### src/rtl/bmp_op_seq_if.sv
// Bitmap op sequencer bus bundle.
//   req_*   : decode -> sequencer op request (valid/ready handshake)
//   dp_ready: bitmap datapath accepts the issued chunk this cycle
//   rd_*, dp_op, dp_amt : chunk issue towards the bitmap datapath
//   wr_*    : registered writeback strobe, destination and chunk index
// The slave modport is the sequencer; master is the decode/datapath side.
interface bmp_op_seq_if #(
  parameter int IDX_W = 4
);
  logic             req_valid;
  logic             req_ready;
  logic [1:0]       req_op;
  logic [1:0]       req_bs;
  logic [1:0]       req_bd;
  logic [3:0]       req_amt;
  logic             dp_ready;
  logic             rd_en;
  logic [1:0]       rd_bs;
  logic [IDX_W-1:0] rd_idx;
  logic [1:0]       dp_op;
  logic [3:0]       dp_amt;
  logic             wr_en;
  logic [1:0]       wr_bd;
  logic [IDX_W-1:0] wr_idx;

  modport slave (
    input  req_valid, req_op, req_bs, req_bd, req_amt, dp_ready,
    output req_ready, rd_en, rd_bs, rd_idx, dp_op, dp_amt, wr_en, wr_bd, wr_idx
  );

  modport master (
    output req_valid, req_op, req_bs, req_bd, req_amt, dp_ready,
    input  req_ready, rd_en, rd_bs, rd_idx, dp_op, dp_amt, wr_en, wr_bd, wr_idx
  );
endinterface

### src/rtl/bmp_op_seq.sv
// Multi-cycle sequencer for bitmap-register ops (move, bsh shift, bsl scale).
// Accepts one op from decode, then issues one chunk per cycle to the bitmap
// datapath and produces a one-cycle-delayed writeback strobe per accepted
// chunk. The upstream pipeline is stalled while the op is in flight.
// Ports:
//   clk, rst : clock, synchronous active-high reset
//   bus      : request / issue / writeback bundle (bmp_op_seq_if.slave)
//   flush    : abort the current op (branch taken)
//   stall    : hold upstream pipeline
//   busy     : op in progress
//   done     : one-cycle completion pulse
//   err      : sticky, reserved op seen since reset
module bmp_op_seq #(
  parameter int CHUNK_W    = 128,
  parameter int NUM_CHUNKS = 12,
  parameter int IDX_W      = 4
) (
  input  logic        clk,
  input  logic        rst,
  bmp_op_seq_if.slave bus,
  input  logic        flush,
  output logic        stall,
  output logic        busy,
  output logic        done,
  output logic        err
);

  if ((1 << IDX_W) < NUM_CHUNKS || CHUNK_W < 1) begin : g_bad_geometry
    $error("bmp_op_seq: IDX_W too narrow for NUM_CHUNKS or CHUNK_W invalid");
  end

  typedef enum logic [1:0] {IDLE, RUN, WB, DONE} state_t;

  localparam logic [IDX_W-1:0] LAST_ASC = IDX_W'(NUM_CHUNKS - 1);

  state_t           state_reg, state_next;
  logic [1:0]       op_reg, bs_reg, bd_reg;
  logic [3:0]       amt_reg;
  logic             desc_reg;
  logic [IDX_W-1:0] idx_reg;
  logic             wr_en_reg;
  logic [IDX_W-1:0] wr_idx_reg;
  logic             err_reg;

  logic accept, reserved, issue, last_idx, rd_en_c, req_ready_c;

  // Flush in IDLE blocks the accept; a reserved op only flags err.
  assign reserved = (state_reg == IDLE) && bus.req_valid && (bus.req_op == 2'b11);
  assign accept   = (state_reg == IDLE) && bus.req_valid && !flush && (bus.req_op != 2'b11);
  assign issue    = rd_en_c && bus.dp_ready;
  assign last_idx = desc_reg ? (idx_reg == '0) : (idx_reg == LAST_ASC);

  // State register
  always_ff @(posedge clk) begin
    if (rst) state_reg <= IDLE;
    else     state_reg <= state_next;
  end

  // Next-state logic
  always_comb begin
    state_next = state_reg;
    case (state_reg)
      IDLE: if (accept) state_next = RUN;
      RUN: begin
        if (flush)                  state_next = IDLE;
        else if (issue && last_idx) state_next = WB;
      end
      WB:      state_next = flush ? IDLE : DONE;
      DONE:    state_next = IDLE;
      default: state_next = IDLE;
    endcase
  end

  // Output logic. stall/busy rise combinationally on the accept cycle so
  // decode is frozen while the op is being latched.
  always_comb begin
    req_ready_c = 1'b0;
    stall       = 1'b0;
    busy        = 1'b0;
    done        = 1'b0;
    rd_en_c     = 1'b0;
    case (state_reg)
      IDLE: begin
        req_ready_c = 1'b1;
        stall       = accept;
        busy        = accept;
      end
      RUN: begin
        stall   = 1'b1;
        busy    = 1'b1;
        rd_en_c = !flush;   // flush wins over dp_ready: nothing more issues
      end
      WB: begin
        stall = 1'b1;
        busy  = 1'b1;
      end
      DONE:    done = 1'b1;
      default: ;
    endcase
  end

  // Op latches, chunk index and writeback pipeline
  always_ff @(posedge clk) begin
    if (rst) begin
      op_reg     <= '0;
      bs_reg     <= '0;
      bd_reg     <= '0;
      amt_reg    <= '0;
      desc_reg   <= 1'b0;
      idx_reg    <= '0;
      wr_en_reg  <= 1'b0;
      wr_idx_reg <= '0;
      err_reg    <= 1'b0;
    end else begin
      if (accept) begin
        op_reg  <= bus.req_op;
        bs_reg  <= bus.req_bs;
        bd_reg  <= bus.req_bd;
        amt_reg <= bus.req_amt;
        // In-place shift walks from the top chunk down so that no source
        // chunk is overwritten before it has been read.
        desc_reg <= (bus.req_op == 2'b01) && (bus.req_bs == bus.req_bd);
        idx_reg  <= ((bus.req_op == 2'b01) && (bus.req_bs == bus.req_bd)) ? LAST_ASC : '0;
      end else if (issue && !last_idx) begin
        idx_reg <= desc_reg ? idx_reg - IDX_W'(1) : idx_reg + IDX_W'(1);
      end
      wr_en_reg  <= issue;
      wr_idx_reg <= issue ? idx_reg : '0;
      if (reserved) err_reg <= 1'b1;
    end
  end

  assign bus.req_ready = req_ready_c;
  assign bus.rd_en     = rd_en_c;
  assign bus.rd_idx    = (state_reg == RUN) ? idx_reg : '0;
  assign bus.rd_bs     = (state_reg == RUN) ? bs_reg  : '0;
  assign bus.dp_op     = (state_reg == RUN) ? op_reg  : '0;
  assign bus.dp_amt    = (state_reg == RUN) ? amt_reg : '0;
  assign bus.wr_en     = wr_en_reg;
  assign bus.wr_idx    = wr_idx_reg;
  assign bus.wr_bd     = wr_en_reg ? bd_reg : '0;
  assign err           = err_reg;

endmodule

### src/flat_wrapper.sv
// flat-port wrapper written by rule: the top's interface ports become plain ports
module bmp_op_seq_flat 
#(
  parameter int CHUNK_W    = 128,
  parameter int NUM_CHUNKS = 12,
  parameter int IDX_W      = 4
)
  (clk, rst, flush, stall, busy, done, err, bus_req_valid, bus_req_op, bus_req_bs, bus_req_bd, bus_req_amt, bus_dp_ready, bus_req_ready, bus_rd_en, bus_rd_bs, bus_rd_idx, bus_dp_op, bus_dp_amt, bus_wr_en, bus_wr_bd, bus_wr_idx);
  bmp_op_seq_if #(.IDX_W(IDX_W)) bus_i ();
  input  logic clk;
  input  logic rst;
  input  logic flush;
  output logic stall;
  output logic busy;
  output logic done;
  output logic err;
  input wire logic [$bits(bus_i.req_valid)-1:0] bus_req_valid;
  input wire logic [$bits(bus_i.req_op)-1:0] bus_req_op;
  input wire logic [$bits(bus_i.req_bs)-1:0] bus_req_bs;
  input wire logic [$bits(bus_i.req_bd)-1:0] bus_req_bd;
  input wire logic [$bits(bus_i.req_amt)-1:0] bus_req_amt;
  input wire logic [$bits(bus_i.dp_ready)-1:0] bus_dp_ready;
  output wire logic [$bits(bus_i.req_ready)-1:0] bus_req_ready;
  output wire logic [$bits(bus_i.rd_en)-1:0] bus_rd_en;
  output wire logic [$bits(bus_i.rd_bs)-1:0] bus_rd_bs;
  output wire logic [$bits(bus_i.rd_idx)-1:0] bus_rd_idx;
  output wire logic [$bits(bus_i.dp_op)-1:0] bus_dp_op;
  output wire logic [$bits(bus_i.dp_amt)-1:0] bus_dp_amt;
  output wire logic [$bits(bus_i.wr_en)-1:0] bus_wr_en;
  output wire logic [$bits(bus_i.wr_bd)-1:0] bus_wr_bd;
  output wire logic [$bits(bus_i.wr_idx)-1:0] bus_wr_idx;
  assign bus_i.req_valid = bus_req_valid;
  assign bus_i.req_op = bus_req_op;
  assign bus_i.req_bs = bus_req_bs;
  assign bus_i.req_bd = bus_req_bd;
  assign bus_i.req_amt = bus_req_amt;
  assign bus_i.dp_ready = bus_dp_ready;
  assign bus_req_ready = bus_i.req_ready;
  assign bus_rd_en = bus_i.rd_en;
  assign bus_rd_bs = bus_i.rd_bs;
  assign bus_rd_idx = bus_i.rd_idx;
  assign bus_dp_op = bus_i.dp_op;
  assign bus_dp_amt = bus_i.dp_amt;
  assign bus_wr_en = bus_i.wr_en;
  assign bus_wr_bd = bus_i.wr_bd;
  assign bus_wr_idx = bus_i.wr_idx;
  bmp_op_seq #(.CHUNK_W(CHUNK_W), .NUM_CHUNKS(NUM_CHUNKS), .IDX_W(IDX_W)) u_core (.clk(clk), .rst(rst), .bus(bus_i), .flush(flush), .stall(stall), .busy(busy), .done(done), .err(err));
endmodule
### config.mk
export PLATFORM = sky130hd
export DESIGN_NAME = bmp_op_seq_flat
export DESIGN_NICKNAME = d
export VERILOG_FILES = /design/src/rtl/bmp_op_seq_if.sv /design/src/rtl/bmp_op_seq.sv /design/src/flat_wrapper.sv
export SDC_FILE = /design/constraint.sdc
export NUM_CORES = 1
export LEC_CHECK = 0
export CORE_MARGIN = 5
export CORE_UTILIZATION = 45
export DETAILED_ROUTE_END_ITERATION = 6
export GPL_ROUTABILITY_DRIVEN = 0
export PLACE_DENSITY = 0.78
export SYNTH_ARGS = -nofsm -noshare
export SYNTH_HDL_FRONTEND = slang
export SYNTH_SLANG_ARGS = --single-unit
export TNS_END_PERCENT = 30
### constraint.sdc
create_clock -name clk -period 2.5 [get_ports clk]
set_input_delay 0.625 -clock clk [delete_from_list [all_inputs] [get_ports clk]]
set_output_delay 0.625 -clock clk [all_outputs]
set_load 0.05 [all_outputs]
* Word level (Yosys, flattened, before mapping)
Cells that the tools add are included.
** Word-level totals
- Register bits after elaboration :: 23
- Input bits :: 15
- Output and inout bits :: 25
- Logic and storage cells :: 58
** Cells by class
- Add/sub/neg operators :: 2
- Eq/ne operators :: 10
- Muxes and demuxes :: 19
- Bitwise operators :: 1
- Reduce and logical (&&, ||, !) cells :: 16
** Operators by type and width (count)
- 4-bit two-way mux :: 6
- 2-bit two-way mux :: 7
- 1-bit logical AND :: 8
- 2-bit case mux with 4 select lines :: 1
- 2-bit == test, second input constant :: 3
- 4-bit by 1-bit adder with 4-bit output, second input constant :: 1
- 2-bit by 1-bit == test with 1-bit output, second input constant :: 2
- 4-bit == test, second input constant :: 1
- 4-bit zero test :: 1
- 1-bit two-way mux :: 4
- 2-bit OR reduction :: 2
- 4-bit by 1-bit subtractor with 4-bit output, second input constant :: 1
- 3-bit by 2-bit != test with 1-bit output, second input constant :: 1
- 2-bit == test :: 1
- 1-bit zero test :: 2
- 2-bit zero test :: 1
- 2-bit by 1-bit != test with 1-bit output, second input constant :: 1
- 2-bit != test, second input constant :: 1
- 1-bit case mux with 2 select lines :: 1
- 2-bit AND reduction :: 1
- 2-bit nonzero test :: 1
- 1-bit NOT :: 1

* Logic depth before layout (Yosys ltp)
- Depth after elaboration :: 7
- Mapped depth :: 8
- Gate-level depth less buffers :: 6

* Worst setup path before layout
No wires, ideal clock.
- Kind :: register -> output
- Start point :: reg u_core.state_reg[0]
- End point :: out stall
- Arrival time :: 2826 ps
- Required time :: 1875 ps
- Path slack :: -951 ps
- Cell stages (with the launch flop) :: 9
- Path buffers :: 2
- Cell sequence :: dfxtp_1 > inv_1 > ha_1 > nand3b_1 > a21oi_1 > buf_2 > nor2_1 > nor2_1 > buf_4
** Between the ends
- Word-level cells in the longest chain between the ends :: 5
- Elaborated cells on any way between the ends :: 8
- Those cells by class :: eq/ne: 2; mux: 1; reduce/logical: 5
** Ends and longest elaborated chain
- from (decl) :: line bmp_op_seq.sv:36 : state_t state_reg, state_next;
- from (signal assigned) :: line bmp_op_seq.sv:56 : else state_reg <= state_next;
- 2-bit zero test
- 1-bit logical AND (3 in series) :: line bmp_op_seq.sv:49 : assign accept = (state_reg == IDLE) && bus.req_valid && !flush && (bus.req_op != 2'b11);
- 1-bit case mux with 2 select lines *
- to (decl) :: line flat_wrapper.sv:13 : output logic stall;
Every way passes the cells marked *; elsewhere a longest branch is shown, timed or not.

* Worst setup path in the final report
- Start point :: in bus_req_valid
- End point :: out stall
** Between the ends
- Word-level cells in the longest chain between the ends :: 4
** Ends and longest elaborated chain
- from (decl) :: line flat_wrapper.sv:17 : input wire logic [$bits(bus_i.req_valid)-1:0] bus_req_valid;
- 1-bit logical AND (3 in series) :: line bmp_op_seq.sv:49
- 1-bit case mux with 2 select lines :: line bmp_op_seq.sv:82 : case (state_reg)
No other way between the ends.

==> metrics <==
status finished clean; pin count of the biggest net entering global routing 15; DRT Wirelength 3110 µm; Detail Route Antenna Nets 0; Cell Count, Final, Fillers Out between 200 and 250; Total Routing Usage GR 0.160; Flop pwr share 0.436; clock share of power 0.181; Syn Inst Count approximately 140; top layer in use met4; CP startpoint kind input port; buffers added on ports 39; drt pass-1 iters 4; clk_lat worst skew roughly 0.30 ns; initial detailed-routing violation count ~60; gr ovfl total 0; CTS sink cnt 23; CP top delay family buffers and inverters; Most used DFF post-synth dfxtp_1; Worst VDD drop around 0.41 mV; cell area after placement approximately 1800 µm²; Bufs and invs on worst path 2; crit-path max FO 3; cts hold-fix bufs 0; Hold Vio Cnt, Final 0; routed metal-1 wirelength around 1300 µm; Vias ~1200; Worst path slowest cell clkdlybuf4s50_1; FMAX about 410 MHz; Initial Util 0.459; NetSw 329 µW; Critical Path AT between 1.5 and 2 ns; Area Growth Syn to Fin 54.4%; Final Util 0.708; layout cells sized above 1 0.204; Post-DP HPWL approximately 2400 µm; Post-synth ARST share 0; min Tclk post-route roughly 2.4 ns; flops & latches, synth 23; DIE AREA 3890 µm²; Synth top area share 0.374; WP data required about 1.9 ns; Seq/Total Area, Yosys 0.374; Setup crit end stall; Longest Clk Path Bufs 2; crit-path max cell delay between 0.4 and 0.5 ns; crit path cell chain clkdlybuf4s50_1 -> nand3b_1 -> a21oi_2 -> nor2_2 -> nor2_4 -> buf_12; Die W 62.3 µm; Slew Limit Fails 0; number of diodes 0; post-route cell area roughly 1900 µm²; max cap viols 0; wire per inst about 14 µm; DRC errors left 0; I/O pin cnt 40; critical path depth in cells 6; core area between 2000 and 3000 µm²; depth of the worst register-to-register path 6; CP startpoint bus_req_valid; internal power a little over 600 µW; H-tree depth 1; CP endpoint kind output pin; Worst Clk Skew approximately 0.0083 ns; first-pass GRT wire length roughly 5300 µm; slew margin rel. 0.655; count of cell types in the netlist 38; number of global-route vias before repair roughly 1200; Syn. warnings 0; fin crit share 0.971; r2r startpoint u_core.state_reg[1]$_SDFFE_PP0P_; reg2reg end u_core.idx_reg[2]$_SDFFE_PP0P_; Via density around 5.6; setup_tns 0 ns; worst hold path class flip-flop to flip-flop; syn avg cell area ~8.6 µm²; CTS tree yes; Finish-stage setup viols 0; Chip Height around 62 µm; Worst-path clk slew around 0.12 ns; num rows 19; Area contributors post-synth dfxtp_1 37%, and2_1 7.6%, nand2_1 7.0%; Placed Cells ~210; Cell Pwr Density about 490 nW/µm²; Leakage between 0.0007 and 0.0008 µW; Layout Nets between 200 and 250; Crit Path Category input port to output pin; slew at the pin closest to its max-slew limit between 0.5 and 0.6 ns; Comb power frac 0.383; Synth area leader dfxtp_1; initial antenna violation count 0; Detail Route met3 WL between 100 and 150 µm; FF-to-FF setup slack 0.59 ns; CTS Buf Count 3; clock root cell clkbuf_4; Sw Share 0.350; Cell Area, Synth between 1000 and 1500 µm²; metal2 WL around 1600 µm; Net Count, Synth 166; Post-synth EDFFs 0
stage by stage:
step	worst slack, ns	total power [µW]	hold WS [ns]
3_5_place_dp	0.0182	764	0.444
5_1_grt	-0.0371	984	0.484
3_3_place_gp	0.0974	754	0.439
4_1_cts	0.0157	933	0.461
6_report	0.0730	939	0.456
2_1_floorplan	0.00359	627	0.432
synth_stat cells, drive strengths merged, types with 4 or more instances:
cell / number
a21oi: 16
nor2: 5
and2: 15
nor3: 4
inv: 8
clkbuf: 5
dfxtp: 23
buf: 4
ha: 6
nand2: 23
cell type report:
class,instances,area [µm²]
multi-input combinational,104,739
sequential,23,460
tap,31,38.8
fill,220,783
inverter,8,30.0
clock buffer,4,26.3
timing repair buffer,47,608
cell families (layout without fill, tap and decap cells):
kind of cell	Yosys count	after routing	synth area share
xor+xnor	4	4	0.0284
simple gates	60	60	0.268
fa+ha+maj	7	7	0.0772
flops	23	23	0.374
compound gates	33	33	0.195
buf+inv	17	59	0.0579
layout by cell type (no fill, tap or decap), types with 2 or more instances in the layout:
cell type / instances
ha_4: 2
nor3_1: 4
nor4b_1: 2
nor2_1: 3
inv_1: 8
xor2_1: 3
a21oi_1: 15
buf_4: 8
and2_1: 15
a221oi_1: 2
buf_12: 15
ha_1: 4
dfxtp_1: 23
clkdlybuf4s50_1: 21
a31oi_1: 2
clkbuf_4: 3
o211ai_2: 2
dlymetal6s2s_1: 3
or4b_1: 2
nand2_1: 23
nand4b_1: 2
how the worst min path moves through the flow:
| stage | from | end | slack (ns) | cells past startpoint |
|---|---|---|---|---|
| floorplan | u_core.amt_reg[0]$_SDFFE_PP0P_ | u_core.amt_reg[0]$_SDFFE_PP0P_ | 0.43 | 2 |
| global placement | u_core.amt_reg[1]$_SDFFE_PP0P_ | u_core.amt_reg[1]$_SDFFE_PP0P_ | 0.44 | 2 |
| detailed placement | u_core.amt_reg[2]$_SDFFE_PP0P_ | u_core.amt_reg[2]$_SDFFE_PP0P_ | 0.44 | 2 |
| CTS | u_core.amt_reg[2]$_SDFFE_PP0P_ | u_core.amt_reg[2]$_SDFFE_PP0P_ | 0.46 | 2 |
| global route | u_core.bs_reg[0]$_SDFFE_PP0P_ | u_core.bs_reg[0]$_SDFFE_PP0P_ | 0.48 | 2 |
| finish | u_core.amt_reg[2]$_SDFFE_PP0P_ | u_core.amt_reg[2]$_SDFFE_PP0P_ | 0.46 | 2 |
per-layer routing:
metal,vias up,global-route usage
met1,562,0.198
met2,43,0.267
met4,0,0.0769
li1,590,-
met3,10,0.0288
met5,-,0
worst register-to-register path: stages (launching register included):
cell and delay, ns:
dfxtp_1 0.37, inv_1 0.19, ha_4 0.24, nor2b_1 0.22, and2_1 0.29, a31oi_1 0.14
a2111oi_2 0.36
timing repair:
action | 4_1_cts | 5_1_grt
resized for setup | 0 | 6
setup endpoints to repair | 0 | 5
buffers inserted | 0 | 1
power by group through the flow:
stage                     Sequential [µW]  Clock, µW  Combinational [µW]
after floorplan                       417          0                 210
after global placement                414          0                 340
after detailed placement              416          0                 348
after CTS                             408        176                 350
after global routing                  413        185                 386
final                                 409        170                 360
Note: power is estimated with default switching activity, not from simulation.
